[src/rtl/ts_stream_demux_pkg.sv]
// rtl/ts_stream_demux_pkg.sv - shared frame constants and FSM state type for the TS link demux/mux
//
// Purpose: one place for the TS link frame geometry, the sync byte value,
// the position of the channel field inside the routing header, and the
// receive FSM state encoding. The transmit multiplexer uses the same constants.
// Ports: none (package).
package ts_stream_demux_pkg;

  localparam int PKT_LEN   = 188;                 // TS packet bytes, sync byte included
  localparam int HDR_LEN   = 4;                   // routing header bytes ahead of the sync byte
  localparam int FRAME_LEN = HDR_LEN + PKT_LEN;   // 192 bytes per link frame

  localparam logic [7:0] SYNC_BYTE = 8'h47;

  // Frame offsets as seen by the 8-bit byte counter.
  localparam logic [7:0] SYNC_OFS          = 8'(HDR_LEN);
  localparam logic [7:0] FIRST_PAYLOAD_OFS = 8'(HDR_LEN + 1);
  localparam logic [7:0] LAST_OFS          = 8'(FRAME_LEN - 1);

  // Channel field = header byte0[1:0]; byte0 is the first received byte and
  // lands in [31:24] of the 32-bit header word. byte0[7:2] is reserved.
  localparam int CH_MSB = 25;
  localparam int CH_LSB = 24;

  typedef enum logic [1:0] {
    ST_HUNT    = 2'd0,
    ST_PAYLOAD = 2'd1,
    ST_HEADER  = 2'd2
  } state_e;

  function automatic logic [3:0] ch_onehot(input logic [1:0] ch);
    return 4'b0001 << ch;
  endfunction

endpackage

[src/rtl/ts_stream_demux_sync_tracker.sv]
// rtl/ts_stream_demux_sync_tracker.sv - byte history, frame offset counter, sync checking and lock flag
//
// Purpose: tracks frame timing of the incoming link byte stream.
// Ports:
//   clk_i, rst_i     clock, synchronous active-high reset
//   data_i, valid_i  input byte and its qualifier
//   sync_i           P_SYNC flag from the link
//   state_i          current receive FSM state (decides which syncs are early)
//   header_o         last four valid bytes, oldest in [31:24]
//   byte_cnt_o       frame offset of the next valid byte
//   good_sync_o      valid flagged byte carrying SYNC_BYTE
//   sync_err_o       sync violation on this cycle (combinational)
//   locked_o         registered frame-lock flag
module ts_sync_tracker
  import ts_stream_demux_pkg::*;
(
  input  logic        clk_i,
  input  logic        rst_i,
  input  logic [7:0]  data_i,
  input  logic        valid_i,
  input  logic        sync_i,
  input  state_e      state_i,
  output logic [31:0] header_o,
  output logic [7:0]  byte_cnt_o,
  output logic        good_sync_o,
  output logic        sync_err_o,
  output logic        locked_o
);

  logic [3:0][7:0] hist_q;
  logic [7:0]      byte_cnt_q;
  logic [7:0]      byte_cnt_d;
  logic            locked_q;
  logic            locked_d;
  logic            flagged;
  logic            at_sync_ofs;
  logic            early;
  logic            missing;

  assign flagged     = valid_i && sync_i;
  assign good_sync_o = flagged && (data_i == SYNC_BYTE);
  assign at_sync_ofs = (byte_cnt_q == SYNC_OFS);

  // A flag anywhere inside a packet or inside the header gap is early.
  assign early   = flagged && ((state_i == ST_PAYLOAD) ||
                               ((state_i == ST_HEADER) && !at_sync_ofs));
  // While aligned, the byte at offset 4 must be a good sync.
  assign missing = valid_i && (state_i == ST_HEADER) && at_sync_ofs && !good_sync_o;
  // A flagged byte with the wrong value is an error in every state.
  assign sync_err_o = early || missing || (flagged && !good_sync_o);

  always_comb begin
    byte_cnt_d = byte_cnt_q;
    if (good_sync_o) begin
      byte_cnt_d = FIRST_PAYLOAD_OFS;
    end else if (valid_i) begin
      byte_cnt_d = (byte_cnt_q == LAST_OFS) ? 8'd0 : byte_cnt_q + 8'd1;
    end
  end

  // A good sync that realigns after an early sync keeps the block locked.
  always_comb begin
    locked_d = locked_q;
    if (good_sync_o) begin
      locked_d = 1'b1;
    end else if (sync_err_o) begin
      locked_d = 1'b0;
    end
  end

  always_ff @(posedge clk_i) begin
    if (rst_i) begin
      hist_q     <= '0;
      byte_cnt_q <= '0;
      locked_q   <= 1'b0;
    end else begin
      if (valid_i) begin
        hist_q <= {hist_q[2:0], data_i};
      end
      byte_cnt_q <= byte_cnt_d;
      locked_q   <= locked_d;
    end
  end

  assign header_o   = hist_q;
  assign byte_cnt_o = byte_cnt_q;
  assign locked_o   = locked_q;

endmodule

[src/rtl/ts_stream_demux.sv]
// rtl/ts_stream_demux.sv - 4-channel TS demultiplexer for the inter-board TS link
//
// Purpose: locks to 192-byte link frames (4-byte routing header + 188-byte
// TS packet), reports each header and routes each packet to one of four
// channel outputs chosen by header byte0[1:0]. All outputs are registered.
// Optional feature macro: SYNC_ERR_CNT_EN adds ERR_CNT, a saturating count
// of sync errors.
// Ports:
//   SYS_CLK, RST               clock, synchronous active-high reset
//   DATA_IN, D_VALID_IN        input byte stream with gaps allowed
//   P_SYNC_IN                  marks the sync byte at frame offset 4
//   DATA_OUT, D_VALID_OUT      forwarded byte, one-hot channel qualifier
//   P_SYNC_OUT, CH_OUT         first byte of packet, current packet channel
//   HEADER_OUT, HEADER_VALID   last captured header and its update pulse
//   PKT_ABORT, SYNC_ERR        truncated-packet pulse per channel, sync error pulse
//   LOCKED, state_mon          frame lock flag, FSM state
//   ERR_CNT                    sync error count (SYNC_ERR_CNT_EN only)
module ts_stream_demux
  import ts_stream_demux_pkg::*;
(
  input  logic        SYS_CLK,
  input  logic        RST,
  input  logic [7:0]  DATA_IN,
  input  logic        D_VALID_IN,
  input  logic        P_SYNC_IN,
  output logic [7:0]  DATA_OUT,
  output logic [3:0]  D_VALID_OUT,
  output logic        P_SYNC_OUT,
  output logic [1:0]  CH_OUT,
  output logic [31:0] HEADER_OUT,
  output logic        HEADER_VALID,
  output logic [3:0]  PKT_ABORT,
  output logic        SYNC_ERR,
  output logic        LOCKED,
  output logic [1:0]  state_mon
`ifdef SYNC_ERR_CNT_EN
  ,
  output logic [15:0] ERR_CNT
`endif
);

  state_e      state_q, state_d;
  logic [7:0]  data_q, data_d;
  logic [3:0]  dvalid_q, dvalid_d;
  logic        psync_q;
  logic [1:0]  ch_q, ch_d;
  logic [31:0] hdr_q, hdr_d;
  logic        hvalid_q;
  logic [3:0]  abort_q, abort_d;
  logic        serr_q;
  logic        fwd;

  logic [31:0] header;
  logic [7:0]  byte_cnt;
  logic        good_sync;
  logic        sync_err;
  logic        locked;

  ts_sync_tracker u_tracker (
    .clk_i       (SYS_CLK),
    .rst_i       (RST),
    .data_i      (DATA_IN),
    .valid_i     (D_VALID_IN),
    .sync_i      (P_SYNC_IN),
    .state_i     (state_q),
    .header_o    (header),
    .byte_cnt_o  (byte_cnt),
    .good_sync_o (good_sync),
    .sync_err_o  (sync_err),
    .locked_o    (locked)
  );

  always_comb begin
    state_d = state_q;
    fwd     = 1'b0;
    abort_d = '0;
    if (D_VALID_IN) begin
      case (state_q)
        ST_HUNT: begin
          if (good_sync) begin
            state_d = ST_PAYLOAD;
            fwd     = 1'b1;
          end
        end
        ST_PAYLOAD: begin
          if (P_SYNC_IN) begin
            // Any flag inside a packet truncates it; a good one starts the next.
            abort_d = ch_onehot(ch_q);
            state_d = good_sync ? ST_PAYLOAD : ST_HUNT;
            fwd     = good_sync;
          end else begin
            fwd = 1'b1;
            if (byte_cnt == LAST_OFS) begin
              state_d = ST_HEADER;
            end
          end
        end
        ST_HEADER: begin
          if (good_sync) begin
            state_d = ST_PAYLOAD;
            fwd     = 1'b1;
          end else if (sync_err) begin
            state_d = ST_HUNT;
          end
        end
        default: state_d = ST_HUNT;
      endcase
    end

    // Every good sync starts a packet, so header and channel follow it directly.
    ch_d     = good_sync ? header[CH_MSB:CH_LSB] : ch_q;
    hdr_d    = good_sync ? header : hdr_q;
    data_d   = fwd ? DATA_IN : data_q;
    dvalid_d = fwd ? ch_onehot(ch_d) : 4'b0000;
  end

  always_ff @(posedge SYS_CLK) begin
    if (RST) begin
      state_q  <= ST_HUNT;
      data_q   <= '0;
      dvalid_q <= '0;
      psync_q  <= 1'b0;
      ch_q     <= '0;
      hdr_q    <= '0;
      hvalid_q <= 1'b0;
      abort_q  <= '0;
      serr_q   <= 1'b0;
    end else begin
      state_q  <= state_d;
      data_q   <= data_d;
      dvalid_q <= dvalid_d;
      psync_q  <= good_sync;
      ch_q     <= ch_d;
      hdr_q    <= hdr_d;
      hvalid_q <= good_sync;
      abort_q  <= abort_d;
      serr_q   <= sync_err;
    end
  end

`ifdef SYNC_ERR_CNT_EN
  logic [15:0] err_cnt_q;

  always_ff @(posedge SYS_CLK) begin
    if (RST) begin
      err_cnt_q <= '0;
    end else if (sync_err && (err_cnt_q != 16'hFFFF)) begin
      err_cnt_q <= err_cnt_q + 16'd1;
    end
  end

  assign ERR_CNT = err_cnt_q;
`endif

  assign DATA_OUT     = data_q;
  assign D_VALID_OUT  = dvalid_q;
  assign P_SYNC_OUT   = psync_q;
  assign CH_OUT       = ch_q;
  assign HEADER_OUT   = hdr_q;
  assign HEADER_VALID = hvalid_q;
  assign PKT_ABORT    = abort_q;
  assign SYNC_ERR     = serr_q;
  assign LOCKED       = locked;
  assign state_mon    = state_q;

endmodule

[config.mk]
export PLATFORM = sky130hd
export DESIGN_NAME = ts_stream_demux
export DESIGN_NICKNAME = d
export VERILOG_FILES = /design/src/rtl/ts_stream_demux_pkg.sv /design/src/rtl/ts_stream_demux_sync_tracker.sv /design/src/rtl/ts_stream_demux.sv
export SDC_FILE = /design/constraint.sdc
export NUM_CORES = 1
export LEC_CHECK = 0
export BUFFER_PORTS_ARGS = -buffer_cell sky130_fd_sc_hd__buf_4
export CAP_MARGIN = 10
export CORE_MARGIN = 1
export CORE_UTILIZATION = 47
export DETAILED_ROUTE_END_ITERATION = 10
export PLACE_DENSITY = 0.73
export SKIP_LAST_GASP = 1
export SLEW_MARGIN = 40
export SYNTH_ARGS = -nofsm -noshare
export SYNTH_HDL_FRONTEND = slang
export SYNTH_SLANG_ARGS = --single-unit
[constraint.sdc]
create_clock -name SYS_CLK -period 2.1 [get_ports SYS_CLK]
set_input_delay 0.525 -clock SYS_CLK [delete_from_list [all_inputs] [get_ports SYS_CLK]]
set_output_delay 0.525 -clock SYS_CLK [all_outputs]
set_load 0.01 [all_outputs]
# ---- After elaboration in Yosys (flattened, before gate mapping)
# Index checks and enable logic that the tools add are counted.
dict set report totals {
  regBits 95
  in_bits 12
  out_inout_bits 56
  word_cells 68
}
dict set report classes {
  add_sub_neg 1
  eq_ne 8
  shifts 2
  n_mux 17
  bitwise 4
  reduce_logical 21
}
# cell count
set ops {}
lappend ops {{2-to-1 mux 2 bit} 6}
lappend ops {{adder 8 x 1 -> 8 bit, second input constant} 1}
lappend ops {{equality test 8 x 3 -> 1 bit, second input constant} 1}
lappend ops {{equality test 8 x 7 -> 1 bit, second input constant} 1}
lappend ops {{equality test 8 bit, second input constant} 1}
lappend ops {{logical AND 1 bit} 8}
lappend ops {{2-to-1 mux 8 bit} 1}
lappend ops {{<< shifter 1 x 2 -> 4 bit, first input constant} 2}
lappend ops {{2-to-1 mux 1 bit} 6}
lappend ops {{2-to-1 mux 3 bit} 2}
lappend ops {{!= test 3 bit, second input constant} 2}
lappend ops {{case mux 2 bit (3 select lines)} 1}
lappend ops {{OR reduction 2 bit} 3}
lappend ops {{inverter 1 bit} 4}
lappend ops {{AND reduction 4 bit} 1}
lappend ops {{nonzero test 2 bit} 2}
lappend ops {{OR reduction 4 bit} 1}
lappend ops {{logical OR 1 bit} 3}
lappend ops {{equality test 2 x 1 -> 1 bit, second input constant} 1}
lappend ops {{equality test 2 bit, second input constant} 1}
lappend ops {{zero test 1 bit} 2}
lappend ops {{zero test 2 bit} 1}
lappend ops {{!= test 2 bit, second input constant} 1}
lappend ops {{case mux 1 bit (2 select lines)} 1}

# ---- Longest topological paths before layout
# Gate-level depths: netlist of the first run.
dict set report depth {
  depth_word 10
  depth_mapped 7
  mapped_depth_nobuf 6
}

# ---- Cells and area by module
# A second synthesis of the first run with hierarchy kept.
dict set report unflattened {
  hier_cells 349
  hier_area_um2 3609.7
}
# mod instances cells_each area_each_um2 seq_area_each_um2
set by_module_without_submodules {}
lappend by_module_without_submodules {ts_stream_demux 1 186 1951.9 1081.0}
lappend by_module_without_submodules {ts_sync_tracker 1 163 1657.8 820.8}

# ---- Least setup slack after synthesis of the first run
# No wires, ideal clock.
dict set report synth_timing {
  path_type {input-to-reg}
  start {in DATA_IN[3]}
  end {reg ch_q[0], in the netlist CH_OUT[0]}
  setup_time_ns 0.132
  arrival_ns 1.917
  t_required_ns 1.968
  path_slack_ns 0.051
  cell_stages 7
  n_path_buf 3
  path_cell_list {or4b_4 -> or3_1 -> clkbuf_1 -> buf_2 -> buf_2 -> nand2_1 -> a21oi_1}
}
dict set report synth_between {
  elab_chain_cells 3
}
# item line_no
set synth_rtl {}
lappend synth_rtl {{start: declaration} ts_stream_demux.sv:23} ;# input logic [7:0] DATA_IN,
lappend synth_rtl {{equality test 8 x 7 -> 1 bit} ts_stream_demux_sync_tracker.sv:41} ;# assign good_sync_o = flagged && (data_i == SYNC_BYTE);
lappend synth_rtl {{logical AND 1 bit} ts_stream_demux_sync_tracker.sv:41}
lappend synth_rtl {{2-to-1 mux 2 bit} ts_stream_demux.sv:111} ;# ch_d = good_sync ? header[CH_MSB:CH_LSB] : ch_q;
lappend synth_rtl {{end signal: assignment} ts_stream_demux.sv:133} ;# ch_q <= ch_d;
lappend synth_rtl {{end: declaration} ts_stream_demux.sv:46} ;# logic [1:0] ch_q, ch_d;
# Every way passes these cells.
# A chain may end at the register's enable or synchronous reset.

# ---- Final worst setup path of the first run
dict set report layout_timing {
  start {in DATA_IN[3]}
  end {reg hdr_q[12], in the netlist HEADER_OUT[12]}
}
dict set report layout_between {
  elab_chain_cells 2
}
# item line_no
set layout_rtl {}
lappend layout_rtl {{equality test 8 x 7 -> 1 bit} ts_stream_demux_sync_tracker.sv:41}
lappend layout_rtl {{logical AND 1 bit} ts_stream_demux_sync_tracker.sv:41}
lappend layout_rtl {{end signal: assignment} ts_stream_demux.sv:134} ;# hdr_q <= hdr_d;
lappend layout_rtl {{end: declaration} ts_stream_demux.sv:47} ;# logic [31:0] hdr_q, hdr_d;
# Every way passes these cells.

==> results by group, run 1 <==
Run status
  • Status: finished clean

Drt
  • DR vias/cell: 5.23
  • Wire per inst: 13.6 µm
  • First-pass DRT Iterations: 4
  • Routed WL: 7880 µm
  • Vias: 3022
  • Starting DRC count in detailed routing: 171
  • DRC viols: 0
  • Routed Antenna Nets: 0

Finish
  • ANT cells: 0
  • Area Overhead vs Synth: 24.1%
  • Fin util: 0.608
  • Layout cells sized above 1: 0.223
  • Fill count: 649
  • Fin nets: 488
  • Design Area, Final: 4460 µm²

Synth
  • Post-synthesis cell type count: 41
  • Syn. warnings: 0
  • Area contributors post-synth: dfxtp_1 (53%), mux2i_1 (8.9%), nand2_1 (7.5%), a21oi_1 (6.4%), nor2_1 (4.4%)
  • Synth area leader: dfxtp_1
  • Syn_nets: 420
  • Top cell type's share of synthesized area: 0.530
  • Ys async rst share: 0
  • Most used flip-flop cell after synthesis: dfxtp_1
  • Yosys reg bits: 95
  • Syn_area_per_cell: 8.84 µm²
  • Part of the Yosys area used for sequential elements: 0.530
  • Number of flops mapped to enable cells by yosys: 0
  • Mapped Cells: 406
  • Cell Area, Synth: 3590 µm²

Clock tree
  • Clock latency on the worst-skew pair: 0.36 ns
  • CTS Sinks: 95
  • TritonCTS clock tree: done
  • CTS Buf Count: 9
  • Post-CTS Hold Buffers: 0
  • Post-CTS sizing: 0
  • Postcts setup bufs: 0
  • Reg clk slew, reported paths: 0.09 ns
  • H-tree level count: 3
  • Root buffer cell: clkbuf_8
  • CTS max path bufs: 2

Place
  • IO buf count: 67
  • HPWL Detailed: 5600 µm
  • GPL Wtd Cong: 0.837
  • Place WS: -0.0602 ns
  • DP Area: 4240 µm²

Timing
  • RSZ-0062 raised after global routing: false
  • Final period utilization: 0.864
  • Min setup slack post-route: 0.285 ns
  • Final Slew Violations: 0
  • Max Fclk: 551 MHz
  • Minimum period implied by the final worst setup slack: 1.81 ns
  • Fin. Hold Viols: 0
  • # setup viols final: 0
  • Actual slew at the worst max-slew pin: 0.393 ns
  • Slew margin rel.: 0.734
  • Clock skew: 0.00707 ns
  • Setup_tns: 0 ns

GRT
  • First-pass GRT wire length: 12700 µm
  • Initial antenna violation count: 0
  • Largest net degree at the start of global routing: 40
  • GRT overflow: 0
  • Number of global-route vias before repair: 2631
  • Total Routing Usage GR: 0.209

Floorplanning
  • Full die area: 7990 µm²
  • Die height: 89.4 µm
  • Die Wd: 89.4 µm
  • Num rows: 31
  • Core Area: 7330 µm²
  • Initial core utilization: 0.490
  • Ports: 68

Power
  • Cell Pwr Density: 741 nW/µm²
  • Worst vdd ir: 0.373 mV
  • P_leak: 0.00184 µW

Critical path
  • Most common cell on crit path: buf_4
  • Crit-path max FO: 27
  • Worst path max stage delay: 0.53 ns
  • Setup crit start kind: primary input
  • Reg2reg setup slack: 0.48 ns
  • Worst-path cell chain: buf_4 -> or4b_4 -> buf_4 -> nor3_2 -> buf_4 -> nand2_1 -> a21oi_1
  • Slowest-stage cell, CP: or4b_4
  • Worst path arrival time: 2.11 ns
  • Worst EP required: 2.39 ns
  • CP endpoint kind: register
  • CP Class: primary input to register
  • Reg2Reg Depth: 4

Job
  • Max-cap violations: 0

Min path
  • Worst hold path class: primary input to register
  • Hold path depth: 3
==> where the power goes <==
part	internal [µW]	leakage (µW)	total [µW]	switching, µW
clock	628	0.000112	1270	641
combinational	77.0	0.000956	182	105
sequential	1830	0.000769	1850	22.6
total	2530	0.00184	3300	769
==> layout by cell type (no fill, tap or decap), types with 3 or more instances in the layout <==
cell type   n
a211oi_1    3
mux2i_1    32
buf_4      85
a21oi_1    46
nand3_1    16
nand2_1    72
and3_1      4
nand3b_1    6
o21ai_0    10
or3_1       3
inv_1       6
nor3_1      7
dfxtp_1    95
clkbuf_8   11
nor2_1     42
==> logic make-up after synthesis <==
logic type	synth area share
simple gates	0.216
flops	0.530
compound gates	0.110
buf+inv	0.0387
mux	0.0892
xor+xnor	0.00976
fa+ha+maj	0.00697
==> critical path, delay by kind of cell <==
family	cells	cell delay, ns
AO/OA/AOI/OAI	1	0.14
AND/OR/NAND/NOR	3	0.84
buffers and inverters	3	0.60
==> path summary, 6_finish.rpt <==
kind / start / endpoint
worst min-delay path: DATA_IN[6] / u_tracker.header_o[6]
worst max register to register: u_tracker.byte_cnt_o[7] / u_tracker.locked_o
worst max-delay path: DATA_IN[3] / HEADER_OUT[12]
worst min register to register: HEADER_OUT[14] / HEADER_OUT[14]
==> metrics by stage <==
| step | total power, µW | hold WS (ns) | instances |
|---|---|---|---|
| after global routing | 3420 | 0.444 | 578 |
| after global placement | 2070 | 0.448 | 562 |
| final | 3300 | 0.444 | 578 |
| after floorplan | 2000 | 0.431 | 406 |
| after detailed placement | 2070 | 0.448 | 562 |
| after CTS | 3320 | 0.434 | 578 |
==> layer usage <==
| metal | GRT usage | wire length, µm | vias up | share of wire |
|---|---|---|---|---|
| li1 | - | - | 1517 | - |
| met1 | 0.283 | 3850 | 1416 | 0.49 |
| met2 | 0.332 | 3580 | 78 | 0.45 |
| met3 | 0.0480 | 353 | 11 | 0.045 |
| met4 | 0.0649 | 92 | 0 | 0.012 |
| met5 | 0 | 0 | - | 0 |
==> synthesized netlist by cell type, types with 2 or more instances <==
cell,n
nor4b_1,2
xnor2_1,2
a211oi_1,3
a31o_2,2
and4_1,2
buf_1,7
nand3_1,16
buf_2,6
nor4_1,2
inv_1,6
xor2_1,2
a21oi_1,46
a31oi_1,2
or3_1,3
mux2i_1,32
nand4_1,2
clkbuf_1,14
nor3_1,8
nor2b_1,2
o21ai_0,10
dfxtp_1,95
nand2b_1,2
and3_1,4
ha_1,2
nand3b_1,6
nand2_1,72
nor2_1,42
==> final cells by class <==
type / instances / area (µm²) / area share
clock buffer: 11 / 151 / 0.0340
clock inverter: 5 / 63.8 / 0.0143
inverter: 6 / 22.5 / 0.00505
multi-input combinational: 277 / 1560 / 0.349
sequential: 95 / 1900 / 0.427
tap: 99 / 124 / 0.0278
timing repair buffer: 85 / 638 / 0.143
==> state kept, by name, indices dropped and copies added, names as in the netlist <==
name,flops
u_tracker.header_o,32
u_tracker.locked_o,1
SYNC_ERR,1
PKT_ABORT,4
HEADER_OUT,32
state_mon,2
HEADER_VALID,1
CH_OUT,2
u_tracker.byte_cnt_o,8
D_VALID_OUT,4
DATA_OUT,8
(Power assumes the default switching activity.)
==> inputs of run 2 (changes only) <==
--- a/config.mk
+++ b/config.mk
@@ -7,10 +7,12 @@
 export LEC_CHECK = 0
 export BUFFER_PORTS_ARGS = -buffer_cell sky130_fd_sc_hd__buf_4
 export CAP_MARGIN = 10
+export CELL_PAD_IN_SITES_DETAIL_PLACEMENT = 1
+export CELL_PAD_IN_SITES_GLOBAL_PLACEMENT = 1
 export CORE_MARGIN = 1
-export CORE_UTILIZATION = 47
+export CORE_UTILIZATION = 37
 export DETAILED_ROUTE_END_ITERATION = 10
-export PLACE_DENSITY = 0.73
+export PLACE_DENSITY = 0.76
 export SKIP_LAST_GASP = 1
 export SLEW_MARGIN = 40
 export SYNTH_ARGS = -nofsm -noshare
==> results by group, run 2 (synthesis gave the netlist of run 1 again) <==
Run status
  • Status: finished clean

Drt
  • DRC viols: 0
  • Routed Antenna Nets: 0
  • Routed WL: 9160 µm
  • Vias: 3056
  • DR vias/cell: 5.06
  • First-pass DRT Iterations: 4
  • Starting DRC count in detailed routing: 107
  • Wire per inst: 15.2 µm

Timing
  • Final Slew Violations: 0
  • Final hold slack: 0.444 ns
  • Actual slew at the worst max-slew pin: 0.608 ns
  • Min setup slack post-route: 0.268 ns
  • RSZ-0062 raised after global routing: false
  • # setup viols final: 0
  • Fin. Hold Viols: 0
  • Setup_tns: 0 ns
  • Slew margin rel.: 0.595
  • Minimum period implied by the final worst setup slack: 1.83 ns
  • Clock skew: 0.0107 ns
  • Final period utilization: 0.872
  • Max Fclk: 546 MHz

Floorplanning
  • Num rows: 35
  • Full die area: 10100 µm²
  • Die height: 101 µm
  • Die Wd: 101 µm
  • Initial core utilization: 0.385
  • Ports: 68
  • Core Area: 9330 µm²

Clock tree
  • CTS Buf Count: 9
  • Root buffer cell: clkbuf_8
  • Post-CTS Hold Buffers: 0
  • CTS max path bufs: 2
  • Reg clk slew, reported paths: 0.09 ns
  • Postcts setup bufs: 0
  • Clock latency on the worst-skew pair: 0.36 ns
  • CTS Sinks: 95
  • Post-CTS sizing: 0
  • TritonCTS clock tree: done
  • H-tree level count: 3

Min path
  • Critical hold path startpoint: DATA_IN[0]
  • Worst hold path class: primary input to register
  • WHS Endpoint: u_tracker.header_o[0]
  • Hold path depth: 3

Power
  • Worst vdd ir: 0.345 mV
  • Tot Pwr: 3320 µW
  • Cell Pwr Density: 742 nW/µm²
  • P_leak: 0.00182 µW

Critical path
  • CP endpoint kind: register
  • Worst EP required: 2.35 ns
  • FF-to-FF Start: u_tracker.byte_cnt_o[7]
  • Reg2Reg Depth: 4
  • Capture point of the worst reg-to-reg path: u_tracker.locked_o
  • Worst path arrival time: 2.08 ns
  • Setup crit start kind: primary input
  • CP Class: primary input to register
  • Crit-path max FO: 30
  • Reg2reg setup slack: 0.42 ns

GRT
  • Largest net degree at the start of global routing: 71
  • Number of global-route vias before repair: 3072
  • GRT overflow: 0
  • First-pass GRT wire length: 15200 µm
  • Initial antenna violation count: 0
  • Total Routing Usage GR: 0.193

Finish
  • Register area: 1900 µm²
  • ANT cells: 0
  • Fin nets: 484
  • Multi-input gate area: 1560 µm²
  • Most common cell after layout, fill and taps aside: dfxtp_1
  • Commonest cells after routing, fill and taps aside: dfxtp_1 (95), buf_4 (80), nand2_1 (72)
  • Area Overhead vs Synth: 24.6%
  • Fill count: 1132
  • Layout cells sized above 1: 0.217

Job
  • Max-cap violations: 0

Place
  • IO buf count: 67
  • HPWL Detailed: 6430 µm
  • Place WS: -0.114 ns
  • GPL Wtd Cong: 0.811
[run 2: cell count changes in the layout (fill, tap and decap cells not counted)]
| cell | delta |
|---|---|
| buf_12 | +1 |
| clkbuf_8 | -1 |
| inv_6 | +2 |
| buf_4 | -5 |
| clkinv_4 | -1 |
| clkinvlp_4 | +1 |
| clkinv_2 | -1 |
[run 2: metal layers]
layer,GRT usage,vias to the layer above,wire [µm]
met5,0,-,0
met4,0.0635,0,122
met3,0.0264,12,272
met2,0.328,57,4400
met1,0.251,1477,4360
li1,-,1510,-
[run 2: final cells by class]
type                       count  area share
timing repair buffer          81       0.139
sequential                    95       0.425
multi-input combinational    277       0.348
inverter                       6     0.00503
tap                          129      0.0361
clock buffer                  10      0.0308
clock inverter                 6      0.0168
[run 2: worst max path at each step]
stage	from	end	slack, ns
6_report	DATA_IN[3]	u_tracker.byte_cnt_o[5]	0.27
5_1_grt	DATA_IN[3]	HEADER_OUT[5]	0.20
3_5_place_dp	DATA_IN[3]	u_tracker.byte_cnt_o[5]	-0.11
3_3_place_gp	DATA_IN[3]	HEADER_OUT[23]	-0.03
2_1_floorplan	DATA_IN[3]	CH_OUT[0]	0.05
4_1_cts	DATA_IN[3]	u_tracker.byte_cnt_o[5]	0.27
[run 2: report_power, final]
group	switching (µW)	total [µW]	leakage [µW]	internal (µW)
clock	677	1280	0.000106	605
combinational	109	185	0.000941	76.4
sequential	23.0	1850	0.000769	1830
total	809	3320	0.00182	2510
[run 2: stage by stage]
| step | utilization | cells | area, µm² |
|---|---|---|---|
| 4_1_cts | 0.480 | 604 | 4470 |
| 3_5_place_dp | 0.457 | 588 | 4260 |
| 3_3_place_gp | 0.457 | 588 | 4260 |
| 2_1_floorplan | - | 406 | 3590 |
| 6_report | 0.480 | 604 | 4470 |
| 5_1_grt | 0.480 | 604 | 4470 |
[run 2: critical path: stages]
cell     delay, ns
buf_4         0.11
or4b_4        0.54
or3_1         0.38
buf_4         0.26
nand3_1       0.19
nor2_1        0.07
